File: src/rtl/mem_ctrl.sv
// mem_ctrl: arbitrates instruction-fetch and load/store requests onto a byte-wide RAM
module mem_ctrl #(
   parameter int ADDR_W = 32
) (
   input  logic              clk,
   input  logic              rst,
   input  logic              if_req_i,
   input  logic [ADDR_W-1:0] if_addr_i,
   output logic [31:0]       if_data_o,
   output logic              if_done_o,
   input  logic              mem_req_i,
   input  logic              mem_we_i,
   input  logic [ADDR_W-1:0] mem_addr_i,
   input  logic [1:0]        mem_len_i,
   input  logic [31:0]       mem_wdata_i,
   output logic [31:0]       mem_rdata_o,
   output logic              mem_done_o,
   output logic [ADDR_W-1:0] ram_addr_o,
   output logic              ram_wr_o,
   output logic [7:0]        ram_dout_o,
   input  logic [7:0]        ram_din_i,
   output logic              busy_o
);
   typedef enum logic [2:0] {IDLE, IF_RD, MEM_RD, MEM_WR, DONE} state_t;
   state_t state_q, state_d;
   logic [2:0] c_q, c_d, n_q, n_d;
   logic [ADDR_W-1:0] base_q, base_d, ram_addr_q, ram_addr_d;
   logic [31:0] wdata_q, wdata_d, if_data_q, if_data_d, mem_rdata_q, mem_rdata_d;
   logic [7:0] ram_dout_q, ram_dout_d;
   logic ram_wr_q, ram_wr_d, if_done_q, if_done_d, mem_done_q, mem_done_d;
   logic busy_q, busy_d, last_mem_q, last_mem_d;
   logic [1:0] rb, wb;
   assign rb = 2'(c_q - 3'd1);
   assign wb = 2'(c_q + 3'd1);
   // next-state and registered-output computation; RAM outputs default to 0 outside active cycles
   always_comb begin
      state_d     = state_q;
      c_d         = c_q;
      n_d         = n_q;
      base_d      = base_q;
      wdata_d     = wdata_q;
      if_data_d   = if_data_q;
      mem_rdata_d = mem_rdata_q;
      last_mem_d  = last_mem_q;
      ram_addr_d  = '0;
      ram_dout_d  = '0;
      ram_wr_d    = 1'b0;
      if_done_d   = 1'b0;
      mem_done_d  = 1'b0;
      case (state_q)
         IDLE: begin
            if (mem_req_i && !(if_req_i && last_mem_q)) begin
               state_d    = mem_we_i ? MEM_WR : MEM_RD;
               base_d     = mem_addr_i;
               n_d        = (mem_len_i == 2'd0) ? 3'd1 : (mem_len_i == 2'd1) ? 3'd2 : 3'd4;
               wdata_d    = mem_wdata_i;
               last_mem_d = 1'b1;
               c_d        = '0;
               ram_addr_d = mem_addr_i;
               ram_wr_d   = mem_we_i;
               ram_dout_d = mem_we_i ? mem_wdata_i[7:0] : 8'h00;
               if (!mem_we_i) mem_rdata_d = '0;
            end else if (if_req_i) begin
               state_d    = IF_RD;
               base_d     = if_addr_i;
               n_d        = 3'd4;
               last_mem_d = 1'b0;
               c_d        = '0;
               ram_addr_d = if_addr_i;
               if_data_d  = '0;
            end
         end
         IF_RD, MEM_RD: begin
            c_d = c_q + 3'd1;
            if (c_q != 3'd0) begin
               if (state_q == IF_RD) if_data_d[{rb, 3'b000} +: 8] = ram_din_i;
               else mem_rdata_d[{rb, 3'b000} +: 8] = ram_din_i;
            end
            if (c_q + 3'd1 < n_q) ram_addr_d = base_q + ADDR_W'(c_q + 3'd1);
            if (c_q == n_q) begin
               state_d    = DONE;
               c_d        = '0;
               if_done_d  = (state_q == IF_RD);
               mem_done_d = (state_q == MEM_RD);
            end
         end
         MEM_WR: begin
            if (c_q + 3'd1 < n_q) begin
               c_d        = c_q + 3'd1;
               ram_addr_d = base_q + ADDR_W'(c_q + 3'd1);
               ram_wr_d   = 1'b1;
               ram_dout_d = wdata_q[{wb, 3'b000} +: 8];
            end else begin
               state_d    = DONE;
               c_d        = '0;
               mem_done_d = 1'b1;
            end
         end
         DONE: state_d = IDLE;
         default: state_d = IDLE;
      endcase
      busy_d = (state_d != IDLE);
   end
   // state and output registers; reset abandons any transaction in progress
   always_ff @(posedge clk) begin
      if (!rst) begin
         state_q     <= IDLE;
         c_q         <= '0;
         n_q         <= '0;
         base_q      <= '0;
         wdata_q     <= '0;
         if_data_q   <= '0;
         mem_rdata_q <= '0;
         last_mem_q  <= 1'b0;
         ram_addr_q  <= '0;
         ram_dout_q  <= '0;
         ram_wr_q    <= 1'b0;
         if_done_q   <= 1'b0;
         mem_done_q  <= 1'b0;
         busy_q      <= 1'b0;
      end else begin
         state_q     <= state_d;
         c_q         <= c_d;
         n_q         <= n_d;
         base_q      <= base_d;
         wdata_q     <= wdata_d;
         if_data_q   <= if_data_d;
         mem_rdata_q <= mem_rdata_d;
         last_mem_q  <= last_mem_d;
         ram_addr_q  <= ram_addr_d;
         ram_dout_q  <= ram_dout_d;
         ram_wr_q    <= ram_wr_d;
         if_done_q   <= if_done_d;
         mem_done_q  <= mem_done_d;
         busy_q      <= busy_d;
      end
   end
   assign if_data_o   = if_data_q;
   assign if_done_o   = if_done_q;
   assign mem_rdata_o = mem_rdata_q;
   assign mem_done_o  = mem_done_q;
   assign ram_addr_o  = ram_addr_q;
   assign ram_wr_o    = ram_wr_q;
   assign ram_dout_o  = ram_dout_q;
   assign busy_o      = busy_q;
endmodule
File: config.mk
export PLATFORM = sky130hd
export DESIGN_NAME = mem_ctrl
export DESIGN_NICKNAME = d
export VERILOG_FILES = /design/src/rtl/mem_ctrl.sv
export SDC_FILE = /design/constraint.sdc
export NUM_CORES = 1
export LEC_CHECK = 0
export BUFFER_PORTS_ARGS = -buffer_cell sky130_fd_sc_hd__buf_2
export CORE_MARGIN = 5
export CORE_UTILIZATION = 30
export CTS_BUF_LIST = sky130_fd_sc_hd__clkbuf_16
export DETAILED_ROUTE_END_ITERATION = 7
export PLACE_DENSITY = 0.49
export SYNTH_ARGS = -nofsm -noshare
export SYNTH_HDL_FRONTEND = slang
export SYNTH_SLANG_ARGS = --single-unit
File: constraint.sdc
create_clock -name clk -period 5.1 [get_ports clk]
set_input_delay 0.255 -clock clk [delete_from_list [all_inputs] [get_ports clk]]
set_output_delay 0.255 -clock clk [all_outputs]
set_load 0.1 [all_outputs]
## Yosys cells after proc, flatten, opt, wreduce, memory -nomap -nowiden

Index checks and enable logic that the tools add are counted.

- Register bits after elaboration: 182
- Input bits: 111
- Output and inout bits: 108

- Order comparisons: 1
- Add/sub/neg operators: 5
- Mux-type cells: 45
- Shifts and indexed selects: 3
- Equal/unequal tests: 13
- Reduce and logical (&&, ||, !) cells: 18

Operators with widths:

| operator | number |
|---|---|
| 2-to-1 mux 32 bit | 13 |
| one-hot mux 32 bit (2 select lines) | 3 |
| bitwise mux 32 bit | 2 |
| 2-to-1 mux 3 bit | 12 |
| adder 32 x 4 -> 32 bit | 1 |
| variable shift 8 x 7 -> 32 bit, first input constant | 1 |
| variable part select 32 x 6 -> 8 bit | 1 |
| variable part select 8 x 7 -> 32 bit | 1 |
| 2-to-1 mux 8 bit | 3 |
| one-hot mux 3 bit (3 select lines) | 2 |
| one-hot mux 8 bit (2 select lines) | 1 |
| != test 2 bit, second input constant | 7 |
| AND reduction 5 bit | 2 |
| nonzero test 3 bit | 3 |
| 2-to-1 mux 1 bit | 7 |
| negator 5 -> 7 bit | 1 |
| equality test 3 x 2 -> 1 bit, second input constant | 2 |
| AND reduction 2 bit | 3 |
| adder 3 x 1 -> 4 bit, second input constant | 1 |
| one-hot mux 1 bit (2 select lines) | 2 |
| nonzero test 2 bit | 2 |
| adder 3 x 1 -> 3 bit, second input constant | 1 |
| equality test 3 x 1 -> 1 bit, second input constant | 1 |
| equality test 3 bit | 1 |
| other kinds (11) | 12 |

## Longest topological paths before layout

- Depth after elaboration: 7
- Depth in mapped cells: 11
- Mapped depth without buffers: 9

## Least setup slack after synthesis

Ideal clock, no wire load.

- Path kind: reg2reg
- Start: register c_q[0]
- End: register ram_addr_q[24] (netlist: ram_addr_o[24])
- Data arrival time: 2830 ps
- Required time: 4963 ps
- Path slack: 2133 ps
- Cell stages (with the launch flop): 12
- Path buffers: 2
- Clock period less this slack: 2967 ps
- Cells stage by stage: dfxtp_1 buf_1 inv_1 ha_1 inv_1 fa_1 a21oi_1 or4_1 clkbuf_1 nor4_1 xnor2_1 o22ai_1

- Word-level cells in the longest chain between the ends: 4
- Elaborated cells on any way between the ends: 6
- Those cells by class: add/sub (3); order compare (1); mux (2)

RTL lines:

| element | RTL line | text |
|---|---|---|
| from (decl) | 26 | `logic [2:0] c_q, c_d, n_q, n_d;` |
| from (signal assigned) | 108 | `c_q <= '0;` |
| from (signal assigned) | 123 | `c_q <= c_d;` |
| adder 3 x 1 -> 4 bit or adder 3 x 1 -> 3 bit (tied branches) | 79, 90, 88 |  |
| adder 32 x 4 -> 32 bit or < comparator 3 bit (tied branches) | 79, 90, 88 |  |
| 2-to-1 mux 32 bit * | 79, 88 |  |
| one-hot mux 32 bit (2 select lines) * | 50 | `case (state_q)` |
| to (signal assigned) | 130 | `ram_addr_q <= ram_addr_d;` |
| to (decl) | 27 | `logic [ADDR_W-1:0] base_q, base_d, ram_addr_q, ram_addr_d;` |

Mark *: on every way between the ends. The rest lies on a longest branch, timed or not.
A chain may end at the register's enable or synchronous reset.

## Worst setup path after layout

- Start: register c_q[0]
- End: register ram_addr_q[31] (netlist: ram_addr_o[31])

The elaborated chain is that of the path after synthesis.

==> reports/metrics.cfg <==
[route]
detail_route.first_pass.iterations=4
routed_wl_um=23340
route.detailed.vias_per_inst=4.806
final_antenna_net_count=0
dr.first_iter.drc_count=313
route.detailed.drc=0
drt-wirelength-per-cell_um=16.69
routed-via-count=6723

[worst_setup_path]
timing_worst_setup_path_type=flop to flop
flop_to_flop_setup_slack_ns=1.53
worst_setup_path_startpoint=c_q[0]
crit_path_end_kind=flop
worst-path-max-fanout=23
arrival_ns=3.90
crit-reg2reg-launch=c_q[0]
timing.critical_path.required_ns=5.43
start_kind=flop
crit-reg2reg-capture=ram_addr_o[31]
rr_worst_depth=10

[synthesis]
synth_simple_gate_area_share=0.2018
synth_edf_count=0
post_synth_mux_area_share=0.1022
synth_seq_area_share=0.4473
netlist_area_before_placement_um2=8145
synthesis.yosys.warnings=0
synth_fa_ha_area_frac=0.02089
ys_dominant_reg_cell=sky130_fd_sc_hd__dfxtp_1
synth-async-reset-ratio=0
syn-num-nets=977
post_synth_inst_count=853
compound_gate_portion_of_the_synthesized_area=0.1596
yosysUniqueCellTypes=53
synthXorXnorAreaFrac=0.03671
ys_seq_elements=182
synth_top_family_by_area=simple AND/OR/NAND/NOR gates
postSynthAreaPerCell_um2=9.549

[placed_design]
place.gp.congestion=0.7948
numPortBuffers=218
detailed_place_hpwl_um=16810

[layout]
mostFrequentLayoutCell=sky130_fd_sc_hd__buf_2
design.final.nets=1169
fillers=2782
final_core_utilization=0.3765
drive_above_1_share=0.2611
areaGrowthSynthToFinish_pct=24.22
final_cell_mix=sky130_fd_sc_hd__buf_2 (217), sky130_fd_sc_hd__dfxtp_1 (182), sky130_fd_sc_hd__nand2_1 (128)

[floorplanning]
dieHeight_um=174.8
initial_utilization=0.3031
placeableCoreArea_um2=26880
chipWidth_um=174.8
fp-row-count=60
die_outline_area_um2=30550
top_level_ports=219

[power_and_ir_drop]
powerDensity_nw_per_um2=527.1
share_comb_of_total_power=0.388
share_clk_of_total_power=0.250
internal-power_mw=3.037
leakage_nw=4.505
power.net_switching_mw=2.296
power.sequential.fraction=0.362
switching_share=0.4305
max-vdd-ir-drop_v=0.0002934

[status]
status=completed

[sta]
totalNegativeSetupSlack_ns=0
period_needed_ns=3.570
timing.fmax_ghz=0.2801
setup-violations-final=0
tightest_slew_ns=1.147
clock_skew_ns=0.01070
hold_violations=0
grt_setup_unrepaired=false
maxSlewHeadroom=0.2340
report.final.slew_viol_count=0
fin_crit_sh=0.6999

[clock_tree]
clock_tree.buffer_depth=2
cts-root-buf=sky130_fd_sc_hd__clkbuf_16
cts.repair.resized=0
hold_buffers=0
cts_buffers=17
clkSlewWorstSetupHoldPaths_ns=0.07
post_cts_buffers=0
cts_htree_levels=4
sinks_on_clock_net=182
worstSkewPairLatency_ns=0.42
tritoncts=yes

[min_path]
worst_hold_check_path_type=primary input to flop
hold_start=mem_wdata_i[18]
min_delay_worst_endpoint=wdata_q[18]
whs_path_depth=3

[global_routing]
maximum_number_of_pins_on_one_net_before_global_route_repair=101
grt_antenna_before_repair=4
grt_pass1_wl_um=36740
globalRouteTotalUtil=0.1493
grt_remaining_overflow=0
grt_pass1_vias=6647

[flow_run]
max_cap_viol_count=0

[worst max-delay path: stages (launching register included)]
cell	delay, ns
sky130_fd_sc_hd__dfxtp_1	0.93
sky130_fd_sc_hd__ha_1	0.29
sky130_fd_sc_hd__nor2_1	0.05
sky130_fd_sc_hd__or2_2	0.30
sky130_fd_sc_hd__ha_1	0.29
sky130_fd_sc_hd__a21oi_1	0.24
sky130_fd_sc_hd__and3b_1	0.45
sky130_fd_sc_hd__nand2_1	0.09
sky130_fd_sc_hd__buf_4	0.23
sky130_fd_sc_hd__or4_1	0.52
sky130_fd_sc_hd__o211ai_1	0.09
[cell usage after synthesis (5+ instances only)]
| library cell | n | area, um^2 |
|---|---|---|
| sky130_fd_sc_hd__a21oi_1 | 22 | 110.1 |
| sky130_fd_sc_hd__nor3_1 | 10 | 50.05 |
| sky130_fd_sc_hd__nand2_1 | 128 | 480.5 |
| sky130_fd_sc_hd__o21ai_0 | 9 | 45.04 |
| sky130_fd_sc_hd__nand3_1 | 17 | 85.08 |
| sky130_fd_sc_hd__nor2_1 | 41 | 153.9 |
| sky130_fd_sc_hd__ha_1 | 12 | 150.1 |
| sky130_fd_sc_hd__mux2i_1 | 64 | 640.6 |
| sky130_fd_sc_hd__buf_2 | 7 | 35.03 |
| sky130_fd_sc_hd__and3_1 | 7 | 43.79 |
| sky130_fd_sc_hd__a21boi_0 | 32 | 240.2 |
| sky130_fd_sc_hd__nand4_1 | 13 | 81.33 |
| sky130_fd_sc_hd__clkbuf_1 | 33 | 123.9 |
| sky130_fd_sc_hd__nor4_1 | 7 | 43.79 |
| sky130_fd_sc_hd__nor2b_1 | 47 | 294.0 |
| sky130_fd_sc_hd__a22oi_1 | 17 | 127.6 |
| sky130_fd_sc_hd__o211a_1 | 31 | 310.3 |
| sky130_fd_sc_hd__dfxtp_1 | 182 | 3643 |
| sky130_fd_sc_hd__a21boi_1 | 9 | 67.56 |
| sky130_fd_sc_hd__and2_1 | 19 | 118.9 |
| sky130_fd_sc_hd__buf_1 | 13 | 48.80 |
| sky130_fd_sc_hd__mux4_2 | 8 | 180.2 |
| sky130_fd_sc_hd__xnor2_1 | 12 | 105.1 |
| sky130_fd_sc_hd__inv_1 | 11 | 41.29 |
| sky130_fd_sc_hd__o22ai_1 | 22 | 137.6 |
| sky130_fd_sc_hd__xor2_1 | 19 | 166.4 |
| sky130_fd_sc_hd__a22o_1 | 16 | 140.1 |
| sky130_fd_sc_hd__nor4_4 | 5 | 106.4 |
[routing by layer]
metal | GRT usage | up-vias | part of all wire
met1 | 0.2032 | 3137 | 0.48
met4 | 0.02750 | 6 | 0.0078
met3 | 0.04132 | 16 | 0.054
met5 | 0 | - | 0.0014
met2 | 0.2403 | 166 | 0.46
li1 | - | 3398 | -
[metrics by stage]
| step | cells | setup WS (ns) | instance area, um^2 | hold slack [ns] | total power, mW |
|---|---|---|---|---|---|
| floorplan | 853 | 2.133 | 8145 | 0.3807 | 3.590 |
| global placement | 1367 | 1.615 | 9530 | 0.4362 | 4.044 |
| detailed placement | 1367 | 1.523 | 9530 | 0.4448 | 4.048 |
| CTS | 1398 | 1.499 | 10120 | 0.06383 | 5.403 |
| global route | 1399 | 1.206 | 10120 | 0.07411 | 5.634 |
| finish | 1399 | 1.530 | 10120 | 0.07873 | 5.333 |
[cell families (layout without fill, tap and decap cells)]
logic type | count (synthesis) | in the layout
muxes | 73 | 73
buffers and inverters | 65 | 269
AOI/OAI and AO/OA | 173 | 173
adders and majority gates | 13 | 13
and+or+nand+nor | 315 | 315
other | 0 | 1
xor gates and xnor gates | 32 | 32
DFF | 182 | 182
[worst max path at each step]
stage / end / depth (start not counted)
2_1_floorplan: ram_addr_o[24] / 11
3_3_place_gp: ram_addr_o[31] / 10
3_5_place_dp: ram_addr_o[31] / 10
4_1_cts: ram_addr_o[31] / 10
5_1_grt: ram_addr_o[31] / 10
6_report: ram_addr_o[31] / 10
[power by group through the flow]
| stage | clock (mW) | combinational [mW] | sequential [mW] |
|---|---|---|---|
| 2_1_floorplan | 0 | 1.09 | 2.50 |
| 3_3_place_gp | 0 | 2.08 | 1.96 |
| 3_5_place_dp | 0 | 2.09 | 1.96 |
| 4_1_cts | 1.38 | 2.09 | 1.93 |
| 5_1_grt | 1.43 | 2.23 | 1.97 |
| 6_report | 1.33 | 2.07 | 1.93 |
[layout make-up]
class	instances	area, um^2	area share
timing repair buffer	227	1161	0.1148
inverter	11	41.29	0.004081
antenna	1	2.502	0.0002473
clock inverter	14	160.2	0.01583
tap	341	426.7	0.04217
clock buffer	17	425.4	0.04204
multi-input combinational	606	4258	0.4208
sequential	182	3643	0.3601
[registers in the layout, indices dropped and copies added, names as in the netlist]
register     count
base_q          32
if_data_o       32
mem_rdata_o     32
ram_addr_o      32
wdata_q         32
ram_dout_o       8
c_q              3
n_q              3
state_q          3
busy_o           1
if_done_o        1
last_mem_q       1
mem_done_o       1
ram_wr_o         1
Power figures use the tool's default switching activity.
